File: src/rtl/nerv_axil_monitor.sv
// nerv_axil_monitor -- passive AXI4-Lite source-side protocol monitor.
// Checks handshake stability, response ordering, outstanding limit and wait
// timeouts. Reports sticky flags, a first-error snapshot and a 1-cycle pulse.
// Optional feature macro: NERV_AXIL_MON_STATS_EN builds the wr_done/rd_done
// statistics counters; without it those outputs are tied to zero.
//
// Handshake semantics observed on every channel: a transfer happens in a cycle
// with VALID && READY. Once VALID is high with READY low, the source must keep
// VALID high and the payload bit-identical until the transfer happens.
module nerv_axil_monitor #(
   parameter int ADDR_WIDTH      = 32,
   parameter int DATA_WIDTH      = 32,
   parameter int MAX_OUTSTANDING = 1,
   parameter int MAX_WAIT        = 16,
   parameter int READ_ONLY       = 0,
   parameter int COUNT_WIDTH     = 16
) (
   input  logic                      clock,
   input  logic                      reset,
   input  logic                      awvalid,
   input  logic                      awready,
   input  logic [ADDR_WIDTH-1:0]     awaddr,
   input  logic [2:0]                awprot,
   input  logic                      wvalid,
   input  logic                      wready,
   input  logic [DATA_WIDTH-1:0]     wdata,
   input  logic [DATA_WIDTH/8-1:0]   wstrb,
   input  logic                      bvalid,
   input  logic                      bready,
   input  logic [1:0]                bresp,
   input  logic                      arvalid,
   input  logic                      arready,
   input  logic [ADDR_WIDTH-1:0]     araddr,
   input  logic [2:0]                arprot,
   input  logic                      rvalid,
   input  logic                      rready,
   input  logic [DATA_WIDTH-1:0]     rdata,
   input  logic [1:0]                rresp,
   output logic [7:0]                err,
   output logic [7:0]                err_first,
   output logic                      err_pulse,
   output logic [3:0]                wr_outstanding,
   output logic [3:0]                rd_outstanding,
   output logic [COUNT_WIDTH-1:0]    wr_done,
   output logic [COUNT_WIDTH-1:0]    rd_done
);
   localparam int         STRB_WIDTH = DATA_WIDTH / 8;
   localparam bit         WR_EN      = (READ_ONLY == 0);
   localparam logic [3:0] MAX_OUT    = 4'(MAX_OUTSTANDING);
   localparam logic [7:0] WAIT_TOP   = 8'(MAX_WAIT);
   localparam logic [7:0] WAIT_LAST  = 8'(MAX_WAIT - 1);
   // Channel index equals its stability error bit
   localparam int CH_AW = 0, CH_W = 1, CH_AR = 2, CH_B = 3, CH_R = 4;

   logic [4:0] valid_v, ready_v, chan_en, stall_v, hs_v, same_v, prev_stall;
   logic [ADDR_WIDTH+2:0]            aw_pay, aw_prev, ar_pay, ar_prev;
   logic [DATA_WIDTH+STRB_WIDTH-1:0] w_pay, w_prev;
   logic [DATA_WIDTH+1:0]            r_pay, r_prev;
   logic [1:0]                       b_prev;
   logic [3:0] aw_cnt, w_cnt, rd_cnt;
   logic [7:0] wait_cnt [5];
   logic       hist_valid;
   logic [7:0] viol;

   assign valid_v = {rvalid, bvalid, arvalid, wvalid, awvalid};
   assign ready_v = {rready, bready, arready, wready, awready};
   // Write channels are invisible in a read-only instance
   assign chan_en = WR_EN ? 5'b11111 : 5'b10100;
   assign stall_v = valid_v & ~ready_v & chan_en;
   assign hs_v    = valid_v & ready_v & chan_en;

   assign aw_pay = {awprot, awaddr};
   assign w_pay  = {wstrb, wdata};
   assign ar_pay = {arprot, araddr};
   assign r_pay  = {rresp, rdata};
   assign same_v = {r_pay == r_prev, bresp == b_prev, ar_pay == ar_prev,
                    w_pay == w_prev, aw_pay == aw_prev};

   assign wr_outstanding = (aw_cnt < w_cnt) ? aw_cnt : w_cnt;
   assign rd_outstanding = rd_cnt;

   // Saturating up/down count; a request and response together leave it unchanged
   function automatic logic [3:0] cnt_next(input logic [3:0] cnt, input logic inc,
                                           input logic dec);
      if (inc && !dec && cnt != MAX_OUT) return cnt + 4'd1;
      if (dec && !inc && cnt != 4'd0)    return cnt - 4'd1;
      return cnt;
   endfunction

   // Violations of this cycle's inputs against the registered history
   always_comb begin
      viol      = '0;
      viol[4:0] = prev_stall & ~(valid_v & same_v);
      viol[5]   = (WR_EN && bvalid && (aw_cnt == 4'd0 || w_cnt == 4'd0)) ||
                  (rvalid && rd_cnt == 4'd0);
      viol[6]   = (hs_v[CH_AR] && !hs_v[CH_R] && rd_cnt == MAX_OUT) ||
                  (hs_v[CH_AW] && !hs_v[CH_B] && aw_cnt == MAX_OUT) ||
                  (hs_v[CH_W]  && !hs_v[CH_B] && w_cnt  == MAX_OUT);
      for (int i = 0; i < 5; i++) begin
         if (stall_v[i] && wait_cnt[i] == WAIT_LAST) viol[7] = 1'b1;
      end
      // History is meaningless in the first cycle after reset
      if (!hist_valid) viol = '0;
   end

   // Outstanding counters, wait counters and one-cycle channel history
   always_ff @(posedge clock) begin
      if (reset) begin
         hist_valid <= 1'b0;
         aw_cnt     <= '0;
         w_cnt      <= '0;
         rd_cnt     <= '0;
         prev_stall <= '0;
         aw_prev    <= '0;
         w_prev     <= '0;
         b_prev     <= '0;
         ar_prev    <= '0;
         r_prev     <= '0;
         for (int i = 0; i < 5; i++) wait_cnt[i] <= '0;
      end else begin
         hist_valid <= 1'b1;
         aw_cnt     <= cnt_next(aw_cnt, hs_v[CH_AW], hs_v[CH_B]);
         w_cnt      <= cnt_next(w_cnt,  hs_v[CH_W],  hs_v[CH_B]);
         rd_cnt     <= cnt_next(rd_cnt, hs_v[CH_AR], hs_v[CH_R]);
         prev_stall <= stall_v;
         aw_prev    <= aw_pay;
         w_prev     <= w_pay;
         b_prev     <= bresp;
         ar_prev    <= ar_pay;
         r_prev     <= r_pay;
         for (int i = 0; i < 5; i++) begin
            if (!stall_v[i])               wait_cnt[i] <= '0;
            else if (wait_cnt[i] != WAIT_TOP) wait_cnt[i] <= wait_cnt[i] + 8'd1;
         end
      end
   end

   // Sticky flags, first-error snapshot and violation pulse
   always_ff @(posedge clock) begin
      if (reset) begin
         err       <= '0;
         err_first <= '0;
         err_pulse <= 1'b0;
      end else begin
         err       <= err | viol;
         err_pulse <= |viol;
         if (err == 8'd0 && viol != 8'd0) err_first <= viol;
      end
   end

`ifdef NERV_AXIL_MON_STATS_EN
   // Completed response handshakes, wrapping
   always_ff @(posedge clock) begin
      if (reset) begin
         wr_done <= '0;
         rd_done <= '0;
      end else begin
         wr_done <= wr_done + COUNT_WIDTH'(hs_v[CH_B]);
         rd_done <= rd_done + COUNT_WIDTH'(hs_v[CH_R]);
      end
   end
`else
   assign wr_done = '0;
   assign rd_done = '0;
`endif

endmodule

File: config.mk
export PLATFORM = sky130hd
export DESIGN_NAME = nerv_axil_monitor
export DESIGN_NICKNAME = d
export VERILOG_FILES = /design/src/rtl/nerv_axil_monitor.sv
export SDC_FILE = /design/constraint.sdc
export NUM_CORES = 1
export LEC_CHECK = 0
export CORE_AREA = 5 5 146 148
export DETAILED_ROUTE_END_ITERATION = 8
export DIE_AREA = 0 0 151 153
export PLACE_DENSITY = 0.89
export SKIP_CTS_REPAIR_TIMING = 1
export SLEW_MARGIN = 20
export SYNTH_ARGS = -nofsm -noshare
export SYNTH_HDL_FRONTEND = slang
export SYNTH_SLANG_ARGS = --single-unit
File: constraint.sdc
create_clock -name clock -period 3.1 [get_ports clock]
set_input_delay 0.93 -clock clock [delete_from_list [all_inputs] [get_ports clock]]
set_output_delay 0.93 -clock clock [all_outputs]
set_load 0.01 [all_outputs]
==> Yosys cells after proc, flatten, opt, wreduce, memory -nomap -nowiden <==
Memory sizes are Yosys's and may differ from the RTL's.
Index checks and enable logic that the tools add are counted.
{ "word_totals": {"n_memories": 1, "ff_bits": 177, "ram_bits": 40, "inputBits": 154, "output_inout_bits": 57, "word_cells": 190} }
{ "memory_table": {"columns": ["name", "depth", "width", "read_ports", "rd_clocked_by_memory_dff", "write_ports", "line_no", "rtl"], "rows": [
  ["wait_cnt", 5, 8, 5, 0, 5, "61", "logic [7:0] wait_cnt [5];"]
]} }
{ "op_classes": {"add_sub_neg": 11, "bitwise_logic": 17, "n_lt_le_gt_ge": 1, "muxes": 82, "reduce_logical": 44, "eq_ne": 21} }
{ "ops": {"columns": ["operator", "n"], "rows": [
  ["8-bit 2-to-1 mux", 11],
  ["35-bit equality test", 2],
  ["1-bit 2-to-1 mux", 58],
  ["4-bit 2-to-1 mux", 13],
  ["8-bit by 1-bit adder with 8-bit output, second input constant", 5],
  ["8-bit by 4-bit equality test with 1-bit output, second input constant", 5],
  ["8-bit by 5-bit != test with 1-bit output, second input constant", 5],
  ["36-bit equality test", 1],
  ["34-bit equality test", 1],
  ["1-bit logical AND", 23],
  ["5-bit AND", 4],
  ["4-bit by 1-bit adder with 4-bit output, second input constant", 3],
  ["4-bit by 1-bit equality test with 1-bit output, second input constant", 3],
  ["4-bit logical NOT", 3],
  ["4-bit by 1-bit != test with 1-bit output, second input constant", 3],
  ["4-bit nonzero test", 3],
  ["4-bit by 1-bit subtractor with 4-bit output, second input constant", 3],
  ["5-bit NOT", 2],
  ["1-bit OR", 10],
  ["8-bit logical NOT", 1],
  ["8-bit OR", 1],
  ["8-bit nonzero test", 1],
  ["8-bit OR reduction", 1],
  ["2-bit nonzero test", 3],
  ["other kinds (4)", 11]
]} }

==> Depth between registers and ports, before layout <==
Gate-level depths: netlist of the first run.
{ "logic_depth": {"depth_word": 11, "depth_mapped": 9, "ltp_nobuf": 9} }

==> Worst setup path before layout of the first run <==
Ideal clock, no wire load.
{ "synth_path": {"kind": "input port to flip-flop", "start": "in wdata[31]", "end": "reg err_first[2]", "setup_time_ns": 0.088, "cell_stages": 7, "path_buffers": 0, "required_time_ns": 3.012, "arrival_time_ns": 2.462, "setup_slack_ns": 0.550, "path_cell_list": "xor2_1 > nor4_1 > nand4_1 > o311a_1 > nor3_2 > nand2_4 > a311oi_2"} }
{ "synth_between": {"elab_chain_len": 7} }
{ "synth_lines": {"columns": ["item", "line_no", "rtl"], "rows": [
  ["from (decl)", "26", "input logic [DATA_WIDTH-1:0] wdata,"],
  ["36-bit equality test", "77", "w_pay == w_prev, aw_pay == aw_prev};"],
  ["5-bit AND", "93", "viol[4:0] = prev_stall & ~(valid_v & same_v);"],
  ["5-bit NOT", "93", null],
  ["5-bit AND", "93", null],
  ["8-bit 2-to-1 mux", "103", "if (!hist_valid) viol = '0;"],
  ["8-bit nonzero test", "147", "if (err == 8'd0 && viol != 8'd0) err_first <= viol;"],
  ["1-bit logical AND", "147", null],
  ["to (signal assigned)", "147", null],
  ["to (decl)", "40", "output logic [7:0] err_first,"]
]} }
No other way between the ends.
A chain may end at the register's enable or synchronous reset.

==> Worst setup path in the final report of the first run <==
{ "layout_path": {"start": "reg w_cnt[3]", "end": "out wr_outstanding[3]"} }
{ "layout_between": {"elab_chain_len": 2} }
{ "layout_lines": {"columns": ["item", "line_no", "rtl"], "rows": [
  ["from (decl)", "60", "logic [3:0] aw_cnt, w_cnt, rd_cnt;"],
  ["from (signal assigned)", "123", "w_cnt <= cnt_next(w_cnt, hs_v[CH_W], hs_v[CH_B]);"],
  ["4-bit less-than comparator", "79", "assign wr_outstanding = (aw_cnt < w_cnt) ? aw_cnt : w_cnt;"],
  ["4-bit 2-to-1 mux *", "79", null],
  ["to (decl)", "42", "output logic [3:0] wr_outstanding,"]
]} }
Mark *: on every way between the ends. The rest lies on a longest branch, timed or not.

==> flow_metrics.env, run 1 <==
export IMPL_min_path_type="flip-flop to flip-flop"
export IMPL_antenna_left=0
export IMPL_clk_latency_ns=0.50
export IMPL_grt_max_degree=84
export IMPL_cp_max_fo=2
export IMPL_cts_buffers=23
export IMPL_dp_cells=1418
export IMPL_nets=1349
export IMPL_gp_congestion=0.880
export IMPL_crit_arrival_ns=2.06
export IMPL_required_ns=2.17
export IMPL_worst_hold_slack_ns=0.495
export IMPL_slew_violations=0
export IMPL_maxSlewHeadroom=0.457
export IMPL_path_class="flip-flop to output port"
export IMPL_period_minus_slack_ns=2.99
export IMPL_power_leakage_nw=4.87
export IMPL_dp_hpwl_um=16400
export IMPL_skew_ns=0.0128
export IMPL_synth_edf_count=40
export IMPL_status="finished clean"
export IMPL_via_count=7270
export IMPL_cts_sinks=217
export IMPL_synth_area_top_cells="dfxtp_1 (36%), edfxtp_1 (12%), xnor2_1 (11%)"
export IMPL_rows=52
export IMPL_antenna_found_initial=0
export IMPL_timing_rr_start="rd_outstanding[1]"
export IMPL_setup_ws_ns=0.108
export IMPL_path_clk_slew_ns=0.06
export IMPL_ys_flop_type="dfxtp_1"
export IMPL_start_util=0.488
export IMPL_yosysTopAreaCell="dfxtp_1"
export IMPL_post_route_util=0.635
export IMPL_routedWlPerCell_um=14.9
export IMPL_setup_violations=0
export IMPL_io_pins=211
export IMPL_drtIter0Drc=262
export IMPL_rsz0062_at_grt="false"
export IMPL_start_kind="flip-flop"
export IMPL_wl_um=21800
export IMPL_maxCapViolations=0
export IMPL_worst_pin_slew_ns=0.815
export IMPL_grt_pass1_wl_um=34900
export IMPL_final_cell_mix="dfxtp_1 (174), clkdlybuf4s50_1 (174), nor2b_1 (144)"
export IMPL_yosysWarnings=0
export IMPL_irDropWorstVdd_uv=405
export IMPL_drive_gt1_frac=0.0798
export IMPL_die_area_mm2=0.0231
export IMPL_drc_errors=0
export IMPL_ctsLongestPathBuffers=3
export IMPL_cts_tree="yes"
export IMPL_grt_pass1_vias=7339
export IMPL_overflow=0
export IMPL_endpoint_kind="output port"
export IMPL_core_mm2=0.0199
export IMPL_synth_seq_cells=217
export IMPL_async_flop_share=0
export IMPL_syn_to_final_growth_pct=30.1
export IMPL_first_pass_iters=5
export IMPL_synth_area_mm2=0.00972
export IMPL_rrSetupSlack_ns=0.70
export IMPL_power_density_mw_per_mm2=539
export IMPL_synth_top_area_frac=0.365
export IMPL_fin_crit_sh=0.965
export IMPL_max_freq_ghz=0.334
export IMPL_finalHoldViolCount=0
export IMPL_crit_start="w_cnt[3]"
export IMPL_port_buffers=178
export IMPL_synth_cells=966
export IMPL_instances_no_fill=1460
export IMPL_yosysSeqAreaShare=0.488
export IMPL_dp_worst_setup_slack_ns=-0.258
export IMPL_diodes=0
export IMPL_ys_types=59
export IMPL_chipWidth_um=151
export IMPL_viasPerCell=4.98
export IMPL_post_synth_cell_area_avg_um2=10.1
export IMPL_grtUsageTotal=0.183
export IMPL_root_buffer="clkbuf_16"
export IMPL_worstHoldStart="err_first[6]"
export IMPL_cts_htree_levels=1
export IMPL_fp_dieH_um=153
critical path, stage by stage, from the launching register on:
cell and delay [ns]:
dfxtp_1 0.33, inv_1 0.05, ha_1 0.30, a21oi_1 0.20, nand2_1 0.07, o21ai_0 0.06
clkdlybuf4s50_1 0.55
registers in the layout, indices dropped and copies added, names as in the netlist:
register / flops
wait_cnt: 40
w_prev: 36
ar_prev: 35
aw_prev: 35
r_prev: 34
err: 8
err_first: 8
prev_stall: 5
aw_cnt: 4
rd_outstanding: 4
w_cnt: 4
b_prev: 2
err_pulse: 1
hist_valid: 1
final timing paths:
check                           end  depth (start not counted)
hold / removal         err_first[6]                          2
setup / recovery  wr_outstanding[3]                          6
setup reg to reg       err_first[7]                         10
hold reg to reg        err_first[6]                          2
layer usage:
layer | vias up | wire length (um) | GRT usage | part of all wire
li1 | 3579 | - | - | -
met1 | 3404 | 8470 | 0.216 | 0.39
met2 | 240 | 10900 | 0.321 | 0.50
met3 | 47 | 1790 | 0.0506 | 0.082
met4 | 0 | 597 | 0.0583 | 0.027
met5 | - | 0 | 0 | 0
through the flow:
step	total power [W]	setup TNS (ns)	area, um2
floorplan	0.00364	0	9840
global placement	0.00399	-0.627	11800
detailed placement	0.00402	-1.56	11800
CTS	0.00687	-1.46	12600
global route	0.00708	0	12600
finish	0.00681	0	12600
cell usage after synthesis (4+ instances only):
cell type,number
xor2_1,54
a211oi_2,4
nand4_1,28
nor2_1,83
a21oi_1,20
a31oi_1,7
inv_1,32
clkbuf_1,19
buf_4,32
ha_1,22
nand3_1,25
nand2b_1,13
a211oi_1,4
xnor2_1,119
edfxtp_1,40
nand2_1,41
nor4_1,19
nor2b_1,144
dfxtp_1,177
nor3_1,9
and3_1,13
nor3b_1,4
o21ai_0,7
power breakdown:
| part | total, W | switching [W] | internal [W] |
|---|---|---|---|
| Clock | 0.00285 | 0.00109 | 0.00175 |
| Sequential | 0.00308 | 0.0000850 | 0.00300 |
| Combinational | 0.000884 | 0.000398 | 0.000486 |
cell families (layout without fill, tap and decap cells):
group / count (synthesis) / after routing / share of synthesized area
AND/OR/NAND/NOR: 399 / 399 / 0.225
flip-flops: 217 / 217 / 0.488
XOR/XNOR: 173 / 173 / 0.156
buffers and inverters: 87 / 280 / 0.0476
AO/OA/AOI/OAI: 64 / 64 / 0.0511
adder cells (fa/ha/maj): 22 / 22 / 0.0283
multiplexers: 3 / 3 / 0.00309
other: 1 / 32 / 0.000386
cell type report:
cell class                 instances  area, um2
clock buffer                      34        742
clock inverter                     8       73.8
fill                            1582       7260
inverter                          32        120
multi-input combinational        693       4640
sequential                       217       4750
tap                              270        338
timing repair buffer             206       1980
(Power assumes the default switching activity.)
==> run 2, diff against run 1 <==
- CORE_AREA: 5 5 146 148 -> 2 2 143 145
- DIE_AREA: 0 0 151 153 -> 0 0 145 147
- DONT_BUFFER_PORTS: not set -> 1
- PLACE_DENSITY: 0.89 -> 0.75
==> flow_metrics.env, run 2 (synthesis gave the netlist of run 1 again) <==
export IMPL_skew_ns=0.0179
export IMPL_final_cell_mix="dfxtp_1 (176), nor2b_1 (144), xnor2_1 (119)"
export IMPL_irDropWorstVdd_uv=462
export IMPL_routedWlPerCell_um=15.2
export IMPL_dp_hpwl_um=14200
export IMPL_cts_htree_levels=1
export IMPL_top_regs="wait_cnt x40, w_prev x36"
export IMPL_drive_gt1_frac=0.0629
export IMPL_maxCapViolations=0
export IMPL_power_leakage_nw=3.99
export IMPL_antenna_found_initial=0
export IMPL_drtIter0Drc=278
export IMPL_setup_violations=0
export IMPL_path_clk_slew_ns=0.06
export IMPL_start_util=0.490
export IMPL_drc_errors=0
export IMPL_overflow=0
export IMPL_max_freq_ghz=0.340
export IMPL_fin_area_mm2=0.0106
export IMPL_root_buffer="clkbuf_16"
export IMPL_gp_congestion=0.811
export IMPL_max_stage_delay_ns=0.37
export IMPL_worstHoldStart="reset"
export IMPL_nets=1146
export IMPL_worst_pin_slew_ns=0.813
export IMPL_worst_hold_slack_ns=0.510
export IMPL_via_count=6282
export IMPL_io_pins=211
export IMPL_power_density_mw_per_mm2=587
export IMPL_cpLargestDelayFamily="compound AO/OA/AOI/OAI gates"
export IMPL_finalHoldViolCount=0
export IMPL_status="finished clean"
export IMPL_clk_latency_ns=0.51
export IMPL_cts_buffers=23
export IMPL_min_path_type="primary input to flip-flop"
export IMPL_cp_max_fo=6
export IMPL_viasPerCell=5.00
export IMPL_required_ns=2.17
export IMPL_placed_area_mm2=0.00985
export IMPL_endpoint_kind="output port"
export IMPL_cp_slowest_cell="dfxtp_2"
export IMPL_fp_dieH_um=147
export IMPL_grt_max_degree=176
export IMPL_wl_um=19100
export IMPL_rows=52
export IMPL_path_class="flip-flop to output port"
export IMPL_cts_tree="yes"
export IMPL_crit_arrival_ns=2.01
export IMPL_timing_rr_start="rd_outstanding[1]"
export IMPL_chipWidth_um=145
export IMPL_start_kind="flip-flop"
export IMPL_die_area_mm2=0.0213
export IMPL_port_buffers=0
export IMPL_slew_violations=0
export IMPL_crit_start="w_cnt[1]"
export IMPL_path_cells="inv_2 -> ha_1 -> a21boi_0 -> o21ai_1 -> nand2b_1 -> a21oi_4 -> nand2_1 -> o21ai_2"
export IMPL_rsz0062_at_grt="false"
export IMPL_largest_reg_flops=40
export IMPL_largest_register="wait_cnt"
export IMPL_final_common_cell="dfxtp_1"
export IMPL_fin_crit_sh=0.948
export IMPL_diodes=0
export IMPL_cts_sinks=217
export IMPL_core_mm2=0.0198
export IMPL_fillers=1773
export IMPL_antenna_left=0
export IMPL_period_minus_slack_ns=2.94
export IMPL_first_pass_iters=4
export IMPL_worst_path_buf_inv=1
export IMPL_syn_to_final_growth_pct=8.95
export IMPL_grtUsageTotal=0.176
export IMPL_seq_area_mm2=0.00475
export IMPL_maxSlewHeadroom=0.452
export IMPL_ctsLongestPathBuffers=3
export IMPL_grt_pass1_wl_um=30800
export IMPL_grt_pass1_vias=6162
export IMPL_multi_input_area_mm2=0.00465
==> run 2: cell count changes in the layout (fill, tap and decap cells not counted), moves of 3 or more <==
cell	before	now
buf_4	29	3
clkbuf_1	3	7
clkbuf_16	27	23
clkdlybuf4s50_1	174	0
o21ai_2	0	3
==> run 2: final cells by class <==
| cell class | count | area share |
|---|---|---|
| Tap cell | 270 | 0.0319 |
| Clock buffer | 33 | 0.0607 |
| Sequential cell | 217 | 0.448 |
| Clock inverter | 8 | 0.00650 |
| Timing Repair Buffer | 3 | 0.00213 |
| Inverter | 32 | 0.0113 |
| Multi-Input combinational cell | 693 | 0.439 |
==> run 2: worst reg2reg max path, cell delays in order, from the launching register on <==
cell       delay [ns]
dfxtp_1          0.51
inv_1            0.15
ha_1             0.24
or3b_1           0.17
a211oi_1         0.06
a311oi_2         0.27
nand3_2          0.14
a2111oi_4        0.43
buf_4            0.19
a21oi_2          0.07
mux2i_1          0.14
==> run 2: through the flow <==
stage / std cells / TNS, ns / util / power [W] / setup WS [ns]
2_1_floorplan: 997 / 0 / - / 0.00364 / 0.550
3_3_place_gp: 1215 / 0 / 0.497 / 0.00367 / 0.275
3_5_place_dp: 1215 / 0 / 0.497 / 0.00368 / 0.234
4_1_cts: 1256 / -0.262 / 0.532 / 0.00628 / -0.0880
5_1_grt: 1256 / 0 / 0.534 / 0.00649 / 0.0377
6_report: 1256 / 0 / 0.534 / 0.00622 / 0.162
==> run 2: per-layer routing <==
metal / share of wire / track usage / up-vias
met5: 0 / 0 / -
met4: 0.019 / 0.0416 / 0
met3: 0.10 / 0.0658 / 31
met2: 0.47 / 0.300 / 187
met1: 0.41 / 0.213 / 2905
li1: - / - / 3159
==> run 2: power breakdown <==
part | internal [W] | switching, W
combinational | 0.000277 | 0.000265
clock | 0.00152 | 0.00106
sequential | 0.00300 | 0.0000981
total | 0.00480 | 0.00142
==> run 2: final timing paths <==
path | to | slack [ns] | cells after the start
worst max-delay path | wr_outstanding[0] | 0.16 | 8
worst min register to register | w_cnt[1] | 0.54 | 2
worst min-delay path | b_prev[0] | 0.51 | 1
worst max register to register | err_first[7] | 0.59 | 10
==> run 3, diff against run 2 <==
- CTS_BUF_LIST: not set -> sky130_fd_sc_hd__clkbuf_16
- PLACE_DENSITY: 0.75 -> 0.76
==> flow_metrics.env, run 3 (synthesis gave the netlist of run 1 again) <==
export IMPL_status="finished clean"
export IMPL_setup_violations=0
export IMPL_largest_register="wait_cnt"
export IMPL_max_freq_ghz=0.339
export IMPL_path_class="flip-flop to output port"
export IMPL_grt_pass1_wl_um=30400
export IMPL_multi_input_area_mm2=0.00465
export IMPL_endpoint_kind="output port"
export IMPL_nets=1145
export IMPL_cp_slowest_cell="dfxtp_4"
export IMPL_port_buffers=0
export IMPL_use_met3=0.0630
export IMPL_cts_buffers=23
export IMPL_chipWidth_um=145
export IMPL_top_usage_layer="met2"
export IMPL_grt_util_met2=0.289
export IMPL_cp_depth=8
export IMPL_ff2ff_path_depth=9
export IMPL_clk_latency_ns=0.51
export IMPL_cpLargestDelayFamily="compound AO/OA/AOI/OAI gates"
export IMPL_path_clk_slew_ns=0.06
export IMPL_setup_ws_ns=0.149
export IMPL_cts_tree="yes"
export IMPL_gp_congestion=0.832
export IMPL_post_route_util=0.533
export IMPL_path_cells="inv_2 -> ha_1 -> a21boi_0 -> o21ai_1 -> nand2b_1 -> a21oi_4 -> nand2_1 -> o21ai_2"
export IMPL_drive_gt1_frac=0.0588
export IMPL_overflow=0
export IMPL_drc_errors=0
export IMPL_via_count=6283
export IMPL_seq_area_mm2=0.00475
export IMPL_rrSetupSlack_ns=0.56
export IMPL_start_kind="flip-flop"
export IMPL_dp_cells=1214
export IMPL_required_ns=2.17
export IMPL_dp_hpwl_um=14000
export IMPL_worstHoldStart="reset"
export IMPL_fillers=1806
export IMPL_power_leakage_nw=4.00
export IMPL_power_density_mw_per_mm2=582
export IMPL_maxCapViolations=0
export IMPL_fp_dieH_um=147
export IMPL_die_area_mm2=0.0213
export IMPL_max_stage_delay_ns=0.37
export IMPL_min_path_type="primary input to flip-flop"
export IMPL_met1_usage=0.211
export IMPL_wl_um=18700
export IMPL_worst_hold_slack_ns=0.506
export IMPL_drtIter0Drc=247
export IMPL_skew_ns=0.0170
export IMPL_final_cell_mix="dfxtp_1 (175), nor2b_1 (144), xnor2_1 (119)"
export IMPL_ctsLongestPathBuffers=3
export IMPL_dp_worst_setup_slack_ns=0.221
export IMPL_cts_sinks=217
export IMPL_antenna_found_initial=0
export IMPL_finalHoldViolCount=0
export IMPL_cp_max_fo=6
export IMPL_cts_htree_levels=1
export IMPL_root_buffer="clkbuf_16"
export IMPL_io_pins=211
export IMPL_grtUsageTotal=0.174
export IMPL_largest_reg_flops=40
export IMPL_final_common_cell="dfxtp_1"
export IMPL_antenna_left=0
export IMPL_period_minus_slack_ns=2.95
export IMPL_fin_crit_sh=0.952
export IMPL_holdPathEnd="b_prev[1]"
export IMPL_irDropWorstVdd_uv=441
export IMPL_rr_endpoint="err_first[2]"
export IMPL_grt_max_degree=176
export IMPL_finalPower_w=0.00616
export IMPL_diodes=0
export IMPL_maxSlewHeadroom=0.586
export IMPL_first_pass_iters=4
export IMPL_top_regs="wait_cnt x40, w_prev x36"
export IMPL_start_util=0.490
export IMPL_worst_path_buf_inv=1
export IMPL_hold_path_cell_count=1
export IMPL_timing_rr_start="rd_outstanding[1]"
export IMPL_core_mm2=0.0198
export IMPL_worst_pin_slew_ns=0.619
export IMPL_crit_arrival_ns=2.02
export IMPL_grt_pass1_vias=6055
export IMPL_syn_to_final_growth_pct=8.83
export IMPL_instances_no_fill=1256
export IMPL_routedWlPerCell_um=14.9
export IMPL_viasPerCell=5.00
export IMPL_rows=52
export IMPL_slew_violations=0
## run 3: through the flow
| stage | setup TNS (ns) | instance area, um2 |
|---|---|---|
| 3_5_place_dp | 0 | 9850 |
| 6_report | 0 | 10600 |
| 4_1_cts | -0.377 | 10600 |
| 2_1_floorplan | 0 | 9840 |
| 3_3_place_gp | 0 | 9850 |
| 5_1_grt | -0.0392 | 10600 |
## run 3: worst max-delay path by stage
stage	start	to	slack, ns
floorplan	wdata[31]	err_first[2]	0.55
detailed placement	rdata[3]	err_first[2]	0.22
global route	w_cnt[1]	wr_outstanding[0]	-0.03
CTS	w_cnt[1]	wr_outstanding[1]	-0.13
finish	w_cnt[1]	wr_outstanding[0]	0.15
global placement	wdata[30]	err_first[2]	0.23
## run 3: area by class of cell
class / instances / area share
Clock inverter: 17 / 0.00745
Timing Repair Buffer: 2 / 0.00142
Inverter: 32 / 0.0114
Clock buffer: 25 / 0.0591
Tap cell: 270 / 0.0319
Sequential cell: 217 / 0.449
Multi-Input combinational cell: 693 / 0.440
## run 3: layer usage
layer	vias up	routed length, um
met5	-	0
met3	34	1900
met1	2902	7690
met4	0	495
met2	191	8650
li1	3156	-
## run 3: where the power goes
part	internal (W)	switching [W]	total [W]	leakage, nW
sequential	0.00300	0.0000989	0.00310	1.96
combinational	0.000276	0.000260	0.000536	1.67
clock	0.00145	0.00108	0.00253	0.367
## run 3: worst reg2reg max path: stages, from the launching register on
cell and delay [ns]:
dfxtp_1 0.50, inv_1 0.15, ha_1 0.23, or3b_1 0.17, a211oi_1 0.06, a311oi_2 0.29
nand3_2 0.14, a2111oi_4 0.52, nand2_4 0.14, a311oi_2 0.25
